`src/rtl/ospi_ctrl_pkg.sv`:
```
// Shared op encodings, FSM state codes and defaults for the OSPI flash burst sequencer.
package ospi_ctrl_pkg;

  localparam logic [1:0] OP_READ  = 2'd0;
  localparam logic [1:0] OP_WRITE = 2'd1;
  localparam logic [1:0] OP_ERASE = 2'd2;
  localparam logic [1:0] OP_NOP   = 2'd3;

  typedef logic [2:0] state_t;

  localparam state_t ST_IDLE     = 3'd0;
  localparam state_t ST_SETUP    = 3'd1;
  localparam state_t ST_ACCESS   = 3'd2;
  localparam state_t ST_DRAIN    = 3'd3;
  localparam state_t ST_TEARDOWN = 3'd4;

  localparam int unsigned CS_HIGH_CYCLES_DEF = 2;

endpackage

```
`src/rtl/ospi_flash_ctrl_if.sv`:
```
// Host-side request, write-data and read-response channels of the OSPI burst sequencer.
interface ospi_flash_ctrl_if #(
  parameter int unsigned ADDR_W = 24
);
  logic              req_valid;
  logic              req_ready;
  logic [1:0]        req_op;
  logic [ADDR_W-1:0] req_addr;
  logic [3:0]        req_len;
  logic              wdata_valid;
  logic              wdata_ready;
  logic [7:0]        wdata;
  logic              rsp_valid;
  logic              rsp_ready;
  logic [7:0]        rsp_data;
  logic              rsp_last;

  modport master (
    output req_valid, req_op, req_addr, req_len, wdata_valid, wdata, rsp_ready,
    input  req_ready, wdata_ready, rsp_valid, rsp_data, rsp_last
  );

  modport slave (
    input  req_valid, req_op, req_addr, req_len, wdata_valid, wdata, rsp_ready,
    output req_ready, wdata_ready, rsp_valid, rsp_data, rsp_last
  );
endinterface

```
`src/rtl/ospi_ctrl_rsp_reg.sv`:
```
// Single-entry read-response register: captures a flash byte and holds it until the host takes it.
module ospi_ctrl_rsp_reg (
  input  logic       clk,
  input  logic       reset_n,
  input  logic       cap_en,
  input  logic [7:0] cap_data,
  input  logic       cap_last,
  input  logic       rsp_ready,
  output logic       rsp_valid,
  output logic [7:0] rsp_data,
  output logic       rsp_last
);
  logic       valid_q, valid_d;
  logic [7:0] data_q, data_d;
  logic       last_q, last_d;

  always_comb begin
    valid_d = valid_q;
    data_d  = data_q;
    last_d  = last_q;
    if (cap_en) begin
      valid_d = 1'b1;
      data_d  = cap_data;
      last_d  = cap_last;
    end else if (valid_q && rsp_ready) begin
      valid_d = 1'b0;
      last_d  = 1'b0;
    end
  end

  always_ff @(posedge clk or negedge reset_n) begin
    if (!reset_n) begin
      valid_q <= 1'b0;
      data_q  <= '0;
      last_q  <= 1'b0;
    end else begin
      valid_q <= valid_d;
      data_q  <= data_d;
      last_q  <= last_d;
    end
  end

  assign rsp_valid = valid_q;
  assign rsp_data  = data_q;
  assign rsp_last  = last_q;
endmodule

```
`src/rtl/ospi_flash_ctrl.sv`:
```
// OSPI flash burst sequencer: expands host requests into CS-framed single-byte strobes.
// Optional hold support is compiled in with OSPI_CTRL_HOLD_EN.
module ospi_flash_ctrl
  import ospi_ctrl_pkg::*;
#(
  parameter int unsigned CS_HIGH_CYCLES = CS_HIGH_CYCLES_DEF,
  parameter int unsigned ADDR_W         = 24
) (
  input  logic              clk,
  input  logic              reset_n,
  ospi_flash_ctrl_if.slave  host,
  output logic              op_done,
  output logic              busy,
  input  logic              hold_req,
  output logic              flash_cs,
  output logic              flash_we,
  output logic              flash_re,
  output logic              flash_ee,
  output logic [ADDR_W-1:0] flash_addr,
  output logic [7:0]        flash_wdata,
  input  logic [7:0]        flash_rdata,
  output logic              flash_hold_n
);
  localparam int unsigned TC_W = (CS_HIGH_CYCLES > 1) ? $clog2(CS_HIGH_CYCLES) : 1;
  localparam logic [TC_W-1:0] TC_LAST = TC_W'(CS_HIGH_CYCLES - 1);

  state_t            state_q, state_d;
  logic [1:0]        op_q, op_d;
  logic [ADDR_W-1:0] addr_q, addr_d;
  logic [3:0]        cnt_q, cnt_d;
  logic [TC_W-1:0]   tcnt_q, tcnt_d;
  logic              op_done_q, op_done_d;
  logic              rd_pend_q, rd_pend_d;
  logic              rd_last_q, rd_last_d;
  logic              gate, in_access, we_iss, re_iss, ee_iss, issue;
  logic              rsp_valid_w, rsp_last_w;
  logic [7:0]        rsp_data_w;

`ifdef OSPI_CTRL_HOLD_EN
  // hold_q mirrors the flash's registered hold_active, so issue stays blocked one cycle past hold_req.
  logic hold_q, hold_d;
  always_comb hold_d = hold_req;
  always_ff @(posedge clk or negedge reset_n) begin
    if (!reset_n) hold_q <= 1'b0;
    else          hold_q <= hold_d;
  end
  assign gate         = !hold_req && !hold_q;
  assign flash_hold_n = !hold_req;
`else
  logic unused_hold_req;
  assign unused_hold_req = hold_req;
  assign gate            = 1'b1;
  assign flash_hold_n    = 1'b1;
`endif

  assign in_access = (state_q == ST_ACCESS);
  assign we_iss    = in_access && (op_q == OP_WRITE) && gate && host.wdata_valid;
  assign ee_iss    = in_access && (op_q == OP_ERASE) && gate;
  // A read only goes out once the response register is guaranteed empty at its capture cycle.
  assign re_iss    = in_access && (op_q == OP_READ) && gate && !rd_pend_q &&
                     (!rsp_valid_w || host.rsp_ready);
  assign issue     = we_iss || re_iss || ee_iss;

  always_comb begin
    state_d   = state_q;
    op_d      = op_q;
    addr_d    = addr_q;
    cnt_d     = cnt_q;
    tcnt_d    = '0;
    rd_pend_d = re_iss;
    rd_last_d = re_iss && (cnt_q == 4'd0);
    case (state_q)
      ST_IDLE: begin
        if (host.req_valid) begin
          if (host.req_op == OP_NOP) begin
            state_d = ST_TEARDOWN;
          end else begin
            op_d    = host.req_op;
            addr_d  = host.req_addr;
            cnt_d   = host.req_len;
            state_d = ST_SETUP;
          end
        end
      end
      ST_SETUP: state_d = ST_ACCESS;
      ST_ACCESS: begin
        if (issue) begin
          addr_d = addr_q + ADDR_W'(1);
          cnt_d  = cnt_q - 4'd1;
          if (cnt_q == 4'd0) state_d = (op_q == OP_READ) ? ST_DRAIN : ST_TEARDOWN;
        end
      end
      ST_DRAIN: begin
        if (rd_pend_q) state_d = ST_TEARDOWN;
      end
      ST_TEARDOWN: begin
        if (tcnt_q == TC_LAST) state_d = ST_IDLE;
        else                   tcnt_d  = tcnt_q + TC_W'(1);
      end
      default: state_d = ST_IDLE;
    endcase
    op_done_d = (state_d == ST_TEARDOWN) && (state_q != ST_TEARDOWN);
  end

  always_ff @(posedge clk or negedge reset_n) begin
    if (!reset_n) begin
      state_q   <= ST_IDLE;
      op_q      <= OP_READ;
      addr_q    <= '0;
      cnt_q     <= '0;
      tcnt_q    <= '0;
      op_done_q <= 1'b0;
      rd_pend_q <= 1'b0;
      rd_last_q <= 1'b0;
    end else begin
      state_q   <= state_d;
      op_q      <= op_d;
      addr_q    <= addr_d;
      cnt_q     <= cnt_d;
      tcnt_q    <= tcnt_d;
      op_done_q <= op_done_d;
      rd_pend_q <= rd_pend_d;
      rd_last_q <= rd_last_d;
    end
  end

  ospi_ctrl_rsp_reg u_rsp_reg (
    .clk       (clk),
    .reset_n   (reset_n),
    .cap_en    (rd_pend_q),
    .cap_data  (flash_rdata),
    .cap_last  (rd_last_q),
    .rsp_ready (host.rsp_ready),
    .rsp_valid (rsp_valid_w),
    .rsp_data  (rsp_data_w),
    .rsp_last  (rsp_last_w)
  );

  assign host.rsp_valid   = rsp_valid_w;
  assign host.rsp_data    = rsp_data_w;
  assign host.rsp_last    = rsp_last_w;
  assign host.req_ready   = (state_q == ST_IDLE);
  assign host.wdata_ready = in_access && (op_q == OP_WRITE) && gate;

  assign busy        = (state_q != ST_IDLE);
  assign op_done     = op_done_q;
  assign flash_cs    = !((state_q == ST_SETUP) || in_access || (state_q == ST_DRAIN));
  assign flash_we    = we_iss;
  assign flash_re    = re_iss;
  assign flash_ee    = ee_iss;
  assign flash_addr  = addr_q;
  assign flash_wdata = (in_access && (op_q == OP_WRITE)) ? host.wdata : '0;
endmodule
```
`src/flat_wrapper.sv`:
```
// flat-port wrapper written by rule: the top's interface ports become plain ports
module ospi_flash_ctrl_flat import ospi_ctrl_pkg::*;
#(
  parameter int unsigned CS_HIGH_CYCLES = CS_HIGH_CYCLES_DEF,
  parameter int unsigned ADDR_W         = 24
)
  (clk, reset_n, op_done, busy, hold_req, flash_cs, flash_we, flash_re, flash_ee, flash_addr, flash_wdata, flash_rdata, flash_hold_n, host_req_valid, host_req_op, host_req_addr, host_req_len, host_wdata_valid, host_wdata, host_rsp_ready, host_req_ready, host_wdata_ready, host_rsp_valid, host_rsp_data, host_rsp_last);
  ospi_flash_ctrl_if #(.ADDR_W(ADDR_W)) host_i ();
  input  logic clk;
  input  logic reset_n;
  output logic op_done;
  output logic busy;
  input  logic hold_req;
  output logic flash_cs;
  output logic flash_we;
  output logic flash_re;
  output logic flash_ee;
  output logic [ADDR_W-1:0] flash_addr;
  output logic [7:0] flash_wdata;
  input  logic [7:0] flash_rdata;
  output logic flash_hold_n;
  input wire logic [$bits(host_i.req_valid)-1:0] host_req_valid;
  input wire logic [$bits(host_i.req_op)-1:0] host_req_op;
  input wire logic [$bits(host_i.req_addr)-1:0] host_req_addr;
  input wire logic [$bits(host_i.req_len)-1:0] host_req_len;
  input wire logic [$bits(host_i.wdata_valid)-1:0] host_wdata_valid;
  input wire logic [$bits(host_i.wdata)-1:0] host_wdata;
  input wire logic [$bits(host_i.rsp_ready)-1:0] host_rsp_ready;
  output wire logic [$bits(host_i.req_ready)-1:0] host_req_ready;
  output wire logic [$bits(host_i.wdata_ready)-1:0] host_wdata_ready;
  output wire logic [$bits(host_i.rsp_valid)-1:0] host_rsp_valid;
  output wire logic [$bits(host_i.rsp_data)-1:0] host_rsp_data;
  output wire logic [$bits(host_i.rsp_last)-1:0] host_rsp_last;
  assign host_i.req_valid = host_req_valid;
  assign host_i.req_op = host_req_op;
  assign host_i.req_addr = host_req_addr;
  assign host_i.req_len = host_req_len;
  assign host_i.wdata_valid = host_wdata_valid;
  assign host_i.wdata = host_wdata;
  assign host_i.rsp_ready = host_rsp_ready;
  assign host_req_ready = host_i.req_ready;
  assign host_wdata_ready = host_i.wdata_ready;
  assign host_rsp_valid = host_i.rsp_valid;
  assign host_rsp_data = host_i.rsp_data;
  assign host_rsp_last = host_i.rsp_last;
  ospi_flash_ctrl #(.CS_HIGH_CYCLES(CS_HIGH_CYCLES), .ADDR_W(ADDR_W)) u_core (.clk(clk), .reset_n(reset_n), .host(host_i), .op_done(op_done), .busy(busy), .hold_req(hold_req), .flash_cs(flash_cs), .flash_we(flash_we), .flash_re(flash_re), .flash_ee(flash_ee), .flash_addr(flash_addr), .flash_wdata(flash_wdata), .flash_rdata(flash_rdata), .flash_hold_n(flash_hold_n));
endmodule
```
`config.mk`:
```
export PLATFORM = sky130hd
export DESIGN_NAME = ospi_flash_ctrl_flat
export DESIGN_NICKNAME = d
export VERILOG_FILES = /design/src/rtl/ospi_ctrl_pkg.sv /design/src/rtl/ospi_flash_ctrl_if.sv /design/src/rtl/ospi_ctrl_rsp_reg.sv /design/src/rtl/ospi_flash_ctrl.sv /design/src/flat_wrapper.sv
export SDC_FILE = /design/constraint.sdc
export NUM_CORES = 1
export LEC_CHECK = 0
export BUFFER_PORTS_ARGS = -buffer_cell sky130_fd_sc_hd__buf_2
export CAP_MARGIN = 5
export CORE_ASPECT_RATIO = 1.2
export CORE_MARGIN = 8
export CORE_UTILIZATION = 50
export CTS_BUF_LIST = sky130_fd_sc_hd__clkbuf_16
export DETAILED_ROUTE_END_ITERATION = 10
export GPL_ROUTABILITY_DRIVEN = 0
export GPL_TIMING_DRIVEN = 0
export PLACE_DENSITY = 0.85
export SYNTH_ARGS = -nofsm -noshare
export SYNTH_HDL_FRONTEND = slang
export SYNTH_SLANG_ARGS = --single-unit
export TNS_END_PERCENT = 20
```
`constraint.sdc`:
```
create_clock -name clk -period 4.07 [get_ports clk]
set_input_delay 0 -clock clk [delete_from_list [all_inputs] [get_ports clk]]
set_output_delay 0 -clock clk [all_outputs]
set_load 0.02 [all_outputs]
```
==> flow_metrics.env, run 1 <==
export IMPL_stdcell_area_um2=3560
export IMPL_worstSetupPathType="reg -> out"
export IMPL_final_cell_mix="buf_2, dfrtp_1, nand2_1"
export IMPL_worstSetupPathDepth=6
export IMPL_setup_violations=0
export IMPL_worstPathRequired_ns=4.07
export IMPL_vias=2869
export IMPL_design_core_area_um2=5260
export IMPL_path_delay_family="simple AND/OR/NAND/NOR gates"
export IMPL_drt_iter0_markers=194
export IMPL_avgSynthCellArea_um2=9.05
export IMPL_grt_overflow=0
export IMPL_syn_cell_area_um2=2700
export IMPL_slowest_delay_ns=0.62
export IMPL_synth_ff_type="dfrtp_1"
export IMPL_setup_ws_ns=1.45
export IMPL_ir_worst_vdd_uv=482
export IMPL_htreeDepth=2
export IMPL_synth_simple_area_share_pct=22.5
export IMPL_dp_cells=460
export IMPL_place_hpwl_um=6100
export IMPL_fin_tns_setup_ns=0
export IMPL_multiInputGateArea_um2=1390
export IMPL_pwr_share_comb_pct=56.5
export IMPL_remaining_drc_errors=0
export IMPL_register_area_um2=1180
export IMPL_end_kind="primary output"
export IMPL_met2_usage_pct=35.2
export IMPL_slew_headroom_pct=28.0
export IMPL_nets=474
export IMPL_drt_wl_total_um=8300
export IMPL_wl_per_cell_um=17.2
export IMPL_hold_class="in -> reg"
export IMPL_synth_compound_area_share_pct=23.8
export IMPL_leakage_nw=1.61
export IMPL_slew_viol_final=0
export IMPL_power_share_clock_pct=13.3
export IMPL_synth_top_family_by_area="compound AO/OA/AOI/OAI gates"
export IMPL_reg2reg_to="u_core.cnt_q[3]"
export IMPL_clock_root_buffer="clkbuf_16"
export IMPL_grt_pass1_wl_um=13600
export IMPL_report_final_hold_viol_count=0
export IMPL_grt_antenna_before_repair=0
export IMPL_min_period_ns=2.62
export IMPL_rr_worst_depth=7
export IMPL_p_per_area_nw_per_um2=863
export IMPL_placed_area_um2=3280
export IMPL_die_x_um=83.1
export IMPL_final_cells=482
export IMPL_whs_ns=0.0216
export IMPL_status="complete, no violations"
export IMPL_ys_seq_area_share_pct=43.6
export IMPL_cp_cell_sequence="clkbuf_1 -> or3b_1 -> clkbuf_1 -> nor3_1 -> and2_1 -> buf_2"
export IMPL_cp_slowest_cell="nor3_1"
export IMPL_cts_buffers=5
export IMPL_worst_path_buf_inv=3
export IMPL_critPathArrivalTime_ns=2.62
export IMPL_cp_max_fo=10
export IMPL_switching_share_pct=49.1
export IMPL_drv_cap=0
export IMPL_area_delta_synth_final_pct=32.0
export IMPL_post_place_ws_ns=1.75
export IMPL_synth_cell_types=59
export IMPL_diodes=0
export IMPL_cts_tree="built"
export IMPL_synth_top_area_share_pct=43.6
export IMPL_synthAdderAreaFrac_pct=1.39
export IMPL_synthMuxAreaShare_pct=3.71
export IMPL_max_freq_mhz=382
export IMPL_grt_util_met3_pct=6.38
export IMPL_grt_max_degree=48
export IMPL_synthesis_nets=353
export IMPL_startpoint_type="flop"
export IMPL_cts_resized=0
export IMPL_netlist_instances=298
export IMPL_synth_seq_cells=47
export IMPL_yosysTopAreaCell="dfrtp_1"
export IMPL_fillers=439
export IMPL_die_y_um=96.5
export IMPL_dieArea_um2=8010
export IMPL_rrSetupSlack_ns=1.71
export IMPL_clk_latency_ns=0.29
export IMPL_busiest_layer="met2"
export IMPL_pin_count=103
export IMPL_cts_sinks=47
export IMPL_use_met1_pct=22.8
export IMPL_viasPerCell=5.95
export IMPL_worstHoldStart="host_rsp_ready"
export IMPL_seq_power_share_pct=30.2
export IMPL_final_util_pct=67.7
export IMPL_yosys_top_cells_area="dfrtp_1, a21oi_1, nand2_1, mux2_2, nand3_1"
export IMPL_switching_power_mw=1.51
export IMPL_ant_nets=0
export IMPL_r2r_start="u_core.state_q[0]"
export IMPL_timing_final_crit_share_pct=64.3
export IMPL_synth_edff_count=0
export IMPL_dr_pass1_iters=5
export IMPL_total_power_mw=3.07
export IMPL_yosys_warnings=0
export IMPL_port_buffers=100
export IMPL_rows=29
export IMPL_layout_drive_gt1_share_pct=31.4
export IMPL_cts_buffer_depth=2
export IMPL_whs_path_depth=4
export IMPL_synth_xor_area_share_pct=0
export IMPL_layout_commonest_cell="buf_2"
export IMPL_synthArstFlopShare_pct=100
export IMPL_fin_skew_ns=0.00938
export IMPL_p_int_mw=1.56
export IMPL_start_util_pct=51.3
export IMPL_tightest_slew_ns=1.08
export IMPL_grt_pass1_vias=3007
export IMPL_path_clk_slew_ns=0.06
export IMPL_rsz0062_at_grt="no"
export IMPL_crit_path_frequent_cell="clkbuf_1"
export IMPL_hold_end="u_core.u_rsp_reg.rsp_last"
export IMPL_grt_total_usage_pct=20.2
[synth_stat cells (2+ instances only)]
| master | n |
|---|---|
| nand2b_1 | 3 |
| mux2_2 | 8 |
| nor2_1 | 14 |
| ha_1 | 3 |
| nand3_1 | 17 |
| nor3b_1 | 3 |
| o21a_1 | 2 |
| a2bb2oi_1 | 4 |
| nor4b_1 | 2 |
| o21ai_0 | 12 |
| o21ai_1 | 7 |
| nand4_1 | 6 |
| inv_1 | 6 |
| nand2_1 | 35 |
| clkbuf_1 | 10 |
| o22ai_1 | 9 |
| and2_1 | 10 |
| nor4_1 | 2 |
| nor3_1 | 5 |
| o211ai_1 | 3 |
| o22a_1 | 6 |
| and3_1 | 2 |
| buf_4 | 2 |
| nor2b_1 | 2 |
| or3_1 | 3 |
| dfrtp_1 | 47 |
| a21oi_4 | 2 |
| o32ai_1 | 3 |
| inv_2 | 2 |
| a22oi_1 | 2 |
| a21oi_1 | 34 |
| and4_1 | 3 |
| a31oi_1 | 3 |
[per-layer routing]
| metal | up-vias | share of wire, % |
|---|---|---|
| met5 | - | 0 |
| met4 | 0 | 1.3 |
| met3 | 15 | 9.0 |
| met2 | 161 | 49 |
| met1 | 1353 | 41 |
| li1 | 1340 | - |
[worst register-to-register path, delay by kind of cell, from the launching register on]
kind	cells	cell delay (ns)
AND/OR/NAND/NOR	1	0.47
buffers and inverters	2	0.69
flip-flops	1	0.36
AO/OA/AOI/OAI	4	0.77
[power by group through the flow]
stage	combinational, mW	sequential [mW]	clock [mW]
after floorplan	1.00	1.09	0
after global placement	1.67	0.913	0
after detailed placement	1.71	0.925	0
after CTS	1.74	0.919	0.411
after global routing	1.89	0.960	0.431
final	1.74	0.927	0.409
[logic make-up (layout without fill, tap and decap cells)]
kind of cell | count (synthesis) | after routing
fa+ha+maj | 3 | 3
flops | 47 | 47
simple gates | 115 | 115
compound gates | 98 | 98
mux | 9 | 9
other cells | 1 | 1
buf+inv | 25 | 147
[registers in the layout, indices dropped and copies added, names as in the netlist]
signal / cells
u_core.cnt_q: 4
u_core.flash_addr: 24
u_core.op_done: 1
u_core.op_q: 2
u_core.rd_last_q: 1
u_core.rd_pend_q: 1
u_core.state_q: 3
u_core.tcnt_q: 1
u_core.u_rsp_reg.rsp_data: 8
u_core.u_rsp_reg.rsp_last: 1
u_core.u_rsp_reg.rsp_valid: 1
[worst max-delay path by stage]
stage	from	to
4_1_cts	u_core.state_q[0]	flash_wdata[4]
5_1_grt	u_core.state_q[0]	flash_wdata[4]
3_5_place_dp	u_core.state_q[0]	flash_wdata[4]
6_report	u_core.state_q[0]	flash_wdata[4]
2_1_floorplan	u_core.state_q[0]	u_core.state_q[0]
3_3_place_gp	u_core.state_q[0]	u_core.cnt_q[3]
[area by class of cell]
| cell class | instances | area share (%) |
|---|---|---|
| Tap cell | 62 | 2.18 |
| Inverter | 8 | 0.843 |
| Sequential cell | 47 | 33.0 |
| Clock buffer | 5 | 3.51 |
| Timing Repair Buffer | 114 | 18.0 |
| Clock inverter | 3 | 0.562 |
| Multi-Input combinational cell | 226 | 39.1 |
| Buffer | 17 | 2.81 |
[what timing repair did]
| action | 4_1_cts | 5_1_grt |
|---|---|---|
| hold buffers | 14 | 0 |
| hold endpoints to repair | 60 | 0 |
| buffers inserted | 0 | 0 |
Note: power is estimated with default switching activity, not from simulation.
==> run 2, diff against run 1 <==
--- a/config.mk
+++ b/config.mk
@@ -9,12 +9,12 @@
 export CAP_MARGIN = 5
 export CORE_ASPECT_RATIO = 1.2
 export CORE_MARGIN = 8
-export CORE_UTILIZATION = 50
+export CORE_UTILIZATION = 49
 export CTS_BUF_LIST = sky130_fd_sc_hd__clkbuf_16
 export DETAILED_ROUTE_END_ITERATION = 10
 export GPL_ROUTABILITY_DRIVEN = 0
 export GPL_TIMING_DRIVEN = 0
-export PLACE_DENSITY = 0.85
+export PLACE_DENSITY = 0.84
 export SYNTH_ARGS = -nofsm -noshare
 export SYNTH_HDL_FRONTEND = slang
 export SYNTH_SLANG_ARGS = --single-unit
==> constraint.sdc (replaced) <==
create_clock -name clk -period 2.5 [get_ports clk]
set_input_delay 0 -clock clk [delete_from_list [all_inputs] [get_ports clk]]
set_output_delay 0 -clock clk [all_outputs]
set_load 0.02 [all_outputs]
==> flow_metrics.env, run 2 (synthesis results as in run 1) <==
export IMPL_vias=2833
export IMPL_power_share_clock_pct=14.9
export IMPL_worstPathRequired_ns=2.50
export IMPL_port_buffers=100
export IMPL_slowest_delay_ns=0.46
export IMPL_cp_slowest_cell="or3b_1"
export IMPL_dieArea_um2=8150
export IMPL_critPathArrivalTime_ns=2.38
export IMPL_clk_latency_ns=0.29
export IMPL_startpoint="u_core.state_q[0]"
export IMPL_final_cell_mix="buf_2, dfrtp_1, nand2_1"
export IMPL_viasPerCell=5.88
export IMPL_cts_buffer_depth=2
export IMPL_tightest_slew_ns=1.07
export IMPL_rsz0062_at_grt="yes"
export IMPL_pin_count=103
export IMPL_die_y_um=97.3
export IMPL_placed_area_um2=3280
export IMPL_leakage_nw=1.62
export IMPL_timing_final_crit_share_pct=95.2
export IMPL_cts_buffers=5
export IMPL_cp_cell_sequence="clkbuf_1 -> or3b_1 -> buf_1 -> nor3_2 -> and2_1 -> buf_2"
export IMPL_ant_nets=0
export IMPL_switching_power_mw=2.46
export IMPL_die_x_um=83.7
export IMPL_grt_total_usage_pct=19.5
export IMPL_area_delta_synth_final_pct=33.0
export IMPL_register_area_um2=1180
export IMPL_startpoint_type="flop"
export IMPL_drt_iter0_markers=241
export IMPL_p_per_area_nw_per_um2=1420
export IMPL_cts_sinks=47
export IMPL_grt_pass1_wl_um=13500
export IMPL_hold_class="in -> reg"
export IMPL_switching_share_pct=48.1
export IMPL_nets=473
export IMPL_fin_skew_ns=0.00481
export IMPL_largest_reg_flops=24
export IMPL_drv_cap=0
export IMPL_fin_tns_setup_ns=0
export IMPL_cts_setup_buffers=0
export IMPL_ir_worst_vdd_uv=901
export IMPL_pwr_share_comb_pct=55.4
export IMPL_layout_drive_gt1_share_pct=32.2
export IMPL_seq_power_share_pct=29.7
export IMPL_r2r_start="u_core.state_q[0]"
export IMPL_design_core_area_um2=5300
export IMPL_max_freq_mhz=420
export IMPL_place_hpwl_um=6090
export IMPL_slew_headroom_pct=28.5
export IMPL_worst_path_buf_inv=3
export IMPL_path_delay_family="simple AND/OR/NAND/NOR gates"
export IMPL_report_final_hold_viol_count=0
export IMPL_dr_pass1_iters=5
export IMPL_wl_per_cell_um=17.5
export IMPL_worstSetupPathType="reg -> out"
export IMPL_min_period_ns=2.38
export IMPL_cp_max_fo=10
export IMPL_start_util_pct=50.9
export IMPL_status="complete, no violations"
export IMPL_path_clk_slew_ns=0.07
export IMPL_worstHoldStart="host_req_addr[2]"
export IMPL_layout_commonest_cell="buf_2"
export IMPL_slew_viol_final=0
export IMPL_remaining_drc_errors=0
export IMPL_clock_root_buffer="clkbuf_16"
export IMPL_grt_pass1_vias=2793
export IMPL_multiInputGateArea_um2=1400
export IMPL_grt_antenna_before_repair=1
export IMPL_drt_wl_total_um=8430
export IMPL_grt_overflow=0
export IMPL_end_kind="primary output"
export IMPL_cts_tree="built"
export IMPL_p_int_mw=2.65
export IMPL_rows=29
export IMPL_setup_violations=0
export IMPL_htreeDepth=2
export IMPL_stdcell_area_um2=3590
export IMPL_fillers=424
export IMPL_grt_max_degree=48
[run 2: cell count changes in the layout (fill, tap and decap cells not counted), sizes merged]
cell / previous run / this run
buf: 104 / 105
clkinvlp: 1 / 0
bufinv: 0 / 1
clkbuf: 17 / 16
dlygate4sd3: 14 / 13
diode: 0 / 1
[run 2: worst reg2reg max path: stages (launching register included)]
cell	delay (ns)
dfrtp_1	0.36
clkbuf_1	0.21
or3b_1	0.46
a21o_1	0.20
o21ai_2	0.27
clkbuf_1	0.48
o21ai_1	0.13
a22oi_1	0.16
[run 2: cell type report]
class	count	share of cell area, %
timing repair buffer	113	17.6
clock buffer	5	3.49
antenna	1	0.0697
inverter	8	0.837
multi-input combinational	226	39.1
tap	62	2.16
buffer	17	2.79
sequential	47	32.8
clock inverter	3	1.22
[run 2: timing repair]
action | in CTS | in global routing
hold buffers | 13 | 0
pin swaps | 0 | 0
endpoints found under the setup margin | 9 | 2
endpoints found under the hold margin | 59 | 0
resized for setup | 1 | 2
[run 2: stage by stage]
stage               worst slack, ns  instances  power, mW  util (%)  hold slack, ns
finish                        0.120        482       5.11      67.7          0.0144
global placement              0.254        460       4.22      61.8           0.231
detailed placement            0.150        460       4.31      61.8           0.239
floorplan                     0.173        298       3.40         -          -0.296
CTS                           0.118        481       5.10      67.6          0.0135
global route                -0.0433        482       5.45      67.7          0.0362
[run 2: power by group through the flow]
stage / Combinational [mW] / Clock (mW) / Sequential (mW)
finish: 2.83 / 0.758 / 1.52
global route: 3.08 / 0.798 / 1.57
CTS: 2.83 / 0.770 / 1.50
detailed placement: 2.80 / 0 / 1.51
global placement: 2.73 / 0 / 1.48
floorplan: 1.63 / 0 / 1.77
[run 2: layer usage]
| metal | up-vias | track usage [%] | part of all wire [%] |
|---|---|---|---|
| li1 | 1339 | - | - |
| met1 | 1338 | 21.8 | 39 |
| met2 | 137 | 33.0 | 50 |
| met3 | 19 | 7.13 | 8.8 |
| met4 | 0 | 6.92 | 2.2 |
| met5 | - | 0 | 0 |
[run 2: path summary, 6_finish.rpt]
path / end / slack, ns / depth (start not counted)
max in group asynchronous: u_core.rd_last_q / 1.38 / 2
min: u_core.flash_addr[2] / 0.01 / 3
min in group asynchronous: u_core.flash_addr[3] / 0.43 / 2
max: flash_wdata[5] / 0.12 / 6
max reg2reg: u_core.cnt_q[3] / 0.15 / 7
min reg2reg: u_core.tcnt_q / 0.42 / 1
